### src/rtl/calc_pkg.sv
// Shared calculator display definitions: controller state encoding and BCD nibble constants.
package calc_pkg;

    localparam int unsigned NIBBLE_W = 4;
    localparam int unsigned STATE_W  = 2;

    typedef logic [STATE_W-1:0] state_t;

    localparam state_t IDLE  = 2'd0;
    localparam state_t SHIFT = 2'd1;
    localparam state_t DONE  = 2'd2;

    localparam logic [NIBBLE_W-1:0] ADJ_THRESH = 4'd5;
    localparam logic [NIBBLE_W-1:0] ADJ_ADD    = 4'd3;

endpackage

### src/rtl/bcd_adjust.sv
// Double-dabble digit correction: adds 3 to a nibble of 5 or more before the next shift.
module bcd_adjust
    import calc_pkg::*;
(
    input  logic [NIBBLE_W-1:0] digit_i,
    output logic [NIBBLE_W-1:0] digit_o
);

    // Nibble-local add; a corrected digit never exceeds 12, so no carry is lost.
    always_comb begin
        digit_o = digit_i;
        if (digit_i >= ADJ_THRESH) begin
            digit_o = digit_i + ADJ_ADD;
        end
    end

endmodule

### src/rtl/bin2bcd_seq.sv
// Sequential binary-to-BCD converter (shift-add-3), one input bit per clock with start/done handshake.
module bin2bcd_seq
    import calc_pkg::*;
#(
    parameter int unsigned width  = 8,
    parameter int unsigned digits = 3
) (
    input  logic                  clock_i,
    input  logic                  reset_i,
    input  logic                  start_i,
    input  logic [width-1:0]      bin_i,
    output logic                  busy_o,
    output logic                  done_o,
    output logic [4*digits-1:0]   bcd_o
);

    localparam int unsigned SCR_W = NIBBLE_W * digits;
    localparam int unsigned CNT_W = $clog2(width + 1);
    localparam longint unsigned MAX_BIN  = (64'd1 << width) - 64'd1;
    localparam longint unsigned DEC_SPAN = 64'd10 ** digits;

    // The digit count must be able to represent the largest binary input.
    if (DEC_SPAN <= MAX_BIN) begin : g_digits_check
        $error("bin2bcd_seq: digits too small for width");
    end

    state_t             state_q, state_next;
    logic [width-1:0]   bin_q, bin_next;
    logic [SCR_W-1:0]   scratch_q, scratch_next, scratch_adj;
    logic [CNT_W-1:0]   cnt_q, cnt_next;
    logic [SCR_W-1:0]   bcd_next;
    logic               done_next;
    logic               busy_next;
    logic [SCR_W+width-1:0] shift_val;

    for (genvar g = 0; g < int'(digits); g++) begin : g_adj
        bcd_adjust u_adj (
            .digit_i (scratch_q[g*NIBBLE_W +: NIBBLE_W]),
            .digit_o (scratch_adj[g*NIBBLE_W +: NIBBLE_W])
        );
    end

    assign shift_val = {scratch_adj, bin_q} << 1;

    // State and datapath registers; reset wins over everything.
    always_ff @(posedge clock_i) begin
        if (reset_i) begin
            state_q   <= IDLE;
            bin_q     <= '0;
            scratch_q <= '0;
            cnt_q     <= '0;
            bcd_o     <= '0;
            done_o    <= 1'b0;
            busy_o    <= 1'b0;
        end else begin
            state_q   <= state_next;
            bin_q     <= bin_next;
            scratch_q <= scratch_next;
            cnt_q     <= cnt_next;
            bcd_o     <= bcd_next;
            done_o    <= done_next;
            busy_o    <= busy_next;
        end
    end

    // Next-state and datapath update.
    always_comb begin
        state_next   = state_q;
        bin_next     = bin_q;
        scratch_next = scratch_q;
        cnt_next     = cnt_q;
        bcd_next     = bcd_o;
        done_next    = 1'b0;

        case (state_q)
            IDLE: begin
                if (start_i) begin
                    bin_next     = bin_i;
                    scratch_next = '0;
                    cnt_next     = CNT_W'(width);
                    state_next   = SHIFT;
                end
            end
            SHIFT: begin
                {scratch_next, bin_next} = shift_val;
                cnt_next = cnt_q - CNT_W'(1);
                if (cnt_q == CNT_W'(1)) begin
                    state_next = DONE;
                end
            end
            DONE: begin
                bcd_next   = scratch_q;
                done_next  = 1'b1;
                state_next = IDLE;
            end
            default: begin
                state_next = IDLE;
            end
        endcase

        busy_next = (state_next != IDLE);
    end

endmodule

### config.mk
export PLATFORM = sky130hd
export DESIGN_NAME = bin2bcd_seq
export DESIGN_NICKNAME = d
export VERILOG_FILES = /design/src/rtl/calc_pkg.sv /design/src/rtl/bcd_adjust.sv /design/src/rtl/bin2bcd_seq.sv
export SDC_FILE = /design/constraint.sdc
export NUM_CORES = 1
export LEC_CHECK = 0
export CORE_UTILIZATION = 50
export CTS_BUF_LIST = sky130_fd_sc_hd__clkbuf_8
export DETAILED_ROUTE_END_ITERATION = 16
export GPL_ROUTABILITY_DRIVEN = 0
export PLACE_DENSITY = 0.77
export SYNTH_ARGS = -nofsm -noshare
export SYNTH_HDL_FRONTEND = slang
export SYNTH_SLANG_ARGS = --single-unit
### constraint.sdc
create_clock -name clock_i -period 1.38 [get_ports clock_i]
set_input_delay 0.207 -clock clock_i [delete_from_list [all_inputs] [get_ports clock_i]]
set_output_delay 0.207 -clock clock_i [all_outputs]
set_load 0.03 [all_outputs]
==> results by group <==
Floorplan
  • Initial Util: 52.6%
  • # IOs: 25
  • Die Span Y: approximately 61 um
  • Core Footprint: between 3000 and 4000 um^2
  • Row cnt: 21
  • Die area: 3750 um^2
  • Die W: approximately 60 um

Detailed routing
  • Via/cell ratio: just over 5
  • Routed via count: roughly 1,600
  • DRC errors left: 0
  • Final antenna-violating net count: 0
  • Routed WL: 3710 um
  • DR pass1 iterations: 4
  • WL/cell: ~12 um
  • Initial DRC count: 53

Worst setup path
  • Worst Path Buf+Inv: 2
  • Slowest CP cell: dfxtp_2
  • Family with the most delay on the worst path: flip-flops
  • Startpoint type of the worst setup path: flip-flop
  • CP Cell Sequence: inv_2 > ha_1 > nand2b_1 > a21oi_1 > buf_4 > mux2i_1 > a22o_1
  • Req. time, crit path: roughly 1600 ps
  • CP max stage delay: around 340 ps
  • Worst Setup Path Type: reg2reg
  • CP max FO: 3
  • WP data arrival: roughly 1600 ps
  • Crit end category: flip-flop

Logic synthesis
  • Unique masters post-synth: 32
  • Simple-gate portion of the synthesized area: a little under a quarter
  • Ys Warns: 0
  • Post-Synth XOR/XNOR Area: 2.50%
  • Synthesized area: 1750 um^2
  • Mapped Nets: ~230
  • Synth Area in Compound Gates: roughly 17%
  • Mapped Cells: 206
  • Area share of fa/ha/maj cells after synthesis: between 5 and 6%
  • EDFF count, synth: 0
  • Async SR Flop Fraction: 0%
  • Largest family of logic cells by synthesized area: simple AND/OR/NAND/NOR gates
  • Post-synthesis mux area share: under 10%
  • Sequential-to-total area share from yosys stat: a little under half
  • Ys flop type: dfxtp_1
  • Seq cells post-synth: 40
  • Mean Syn Cell Area: 8.52 um^2

Worst hold path
  • Hold Crit Class: reg2reg

GRT
  • Initial antenna violation count: 0
  • Vias in the first global route: 1,404
  • Total congestion overflow: 0
  • Largest net degree at the start of global routing: 15
  • Global-route wire length before repair: between 6000 and 7000 um
  • Overall routing resource usage: 22.5%

Power and ir drop
  • P_leak: roughly 1 nW
  • Maximum vdd drop: between 0.6 and 0.7 mV
  • Pwr Density: 979 nW/um^2
  • Final Power: 2.28 mW

Finish
  • P&R area growth vs syn: 32.6%
  • Fill cells: roughly 320
  • Layout cell share with drive strength beyond 1: roughly a fifth
  • Antenna Cells: 0
  • Commonest non-fill, non-tap cell in the layout: dfxtp_1
  • Layout Utilization: around 70%
  • Commonest cells after routing, fill and taps aside: 34 x dfxtp_1, 30 x buf_4, 26 x nand2_1
  • FF+latch area: between 800 and 900 um^2
  • Multi-input gate area: between 800 and 900 um^2
  • Layout Nets: roughly 280

Clock tree
  • Worst skew pair latency: a little under 300 ps
  • Setup bufs post-CTS: 0
  • H-Tree Depth: 2
  • Reg clk slew, reported paths: 80 ps
  • TritonCTS buffer count: 5
  • Clock Path Buffers: 2
  • Clk root buf: clkbuf_8
  • TritonCTS clock tree: built
  • Clock Sinks: 40

Timing
  • Tmin final: 1320 ps
  • Count of final max-slew check failures: 0
  • Slew @ Worst Pin: between 300 and 400 ps
  • Period utilization: between 90% and 100%
  • Final setup fails: 0
  • Clock skew: roughly 5.1 ps
  • Final hold violations: 0
  • Relative slew slack: 75.8%
  • Fmax: roughly 760 MHz

Run
  • Max-cap violations: 0

Place
  • Number of buffers added on ports: 24
  • Post-detail-place hpwl: between 2000 and 3000 um

Status
  • Outcome: complete, no violations
[flip-flops by register name (all words and copies together) (netlist names)]
signal / count
scratch_q: 12
busy_o: 1
cnt_q: 4
bin_q: 8
done_o: 1
bcd_o: 12
state_q: 2
[routing by layer]
metal	GRT usage [%]	vias up	share of wire, %
li1	-	798	-
met5	0	-	0
met4	11.0	0	2.6
met1	27.7	714	46
met3	5.67	12	3.4
met2	36.5	39	48
[what timing repair did]
action                     in CTS  in global routing
hold endpoints to repair        0                  0
hold buffers                    0                  0
pin swaps                       0                  6
gates resized for setup        15                 11
setup endpoints to repair      16                 18
[through the flow]
step / cells / hold slack (ps) / cell area, um^2 / worst slack (ps) / setup TNS, ps
after global routing: 305 / 470 / 2330 / -21.4 / -21.4
after CTS: 305 / 454 / 2300 / 0.0989 / 0
after detailed placement: 297 / 445 / 2230 / -127 / -2020
final: 305 / 451 / 2330 / 57.2 / 0
after global placement: 297 / 442 / 2230 / -93.1 / -1500
after floorplan: 206 / 424 / 1750 / 12.8 / 0
[worst reg2reg max path: cells and delay by family (launching register included)]
family / cells / cell delay (ps)
adder cells (fa/ha/maj): 1 / 160
multiplexers: 1 / 180
AND/OR/NAND/NOR: 1 / 130
AO/OA/AOI/OAI: 2 / 270
flip-flops: 1 / 340
buffers and inverters: 2 / 200
[where the power goes]
part	internal (mW)	leakage, nW	switching (mW)
logic	0.144	0.624	0.143
registers	1.19	0.329	0.0324
clock network	0.352	0.0479	0.413
total	1.69	1.00	0.588
[cells in the mapped netlist (2+ instances only)]
library cell	n	area, um^2
a21oi_1	22	110
a22o_1	8	70.1
a2bb2oi_1	2	17.5
buf_2	3	15.0
clkbuf_1	3	11.3
dfxtp_1	40	801
ha_1	8	100
inv_1	8	30.0
mux2i_1	3	30.0
nand2_1	26	97.6
nand2b_1	5	31.3
nand3_1	3	15.0
nor2_1	24	90.1
nor2_2	2	12.5
nor2_4	2	22.5
nor2b_1	7	43.8
nor3_1	11	55.1
nor3b_1	2	15.0
o21ai_0	7	35.0
o22ai_1	5	31.3
xnor2_1	3	26.3
xor2_1	2	17.5
[kinds of logic after synthesis]
family                     after synthesis
muxes                                    3
DFF                                     40
xor gates and xnor gates                 5
adders and majority gates                8
AOI/OAI and AO/OA                       47
buffers and inverters                   18
and+or+nand+nor                         85
[final cells by class]
type / count / area share [%]
inverters: 9 / 1.45
well taps: 46 / 2.47
clock buffers: 5 / 2.96
multi-input cells: 148 / 38.2
clock inverters: 3 / 0.807
flip-flops and latches: 40 / 34.9
repair buffers: 54 / 19.3
[final timing paths]
kind	cells after the start	to	startpoint	slack [ps]
hold reg to reg	2	bcd_o[8]	bcd_o[8]	450
setup / recovery	7	scratch_q[6]	scratch_q[5]	60
setup reg to reg	7	scratch_q[6]	scratch_q[5]	60
hold / removal	2	bcd_o[8]	bcd_o[8]	450
(Power assumes the default switching activity.)
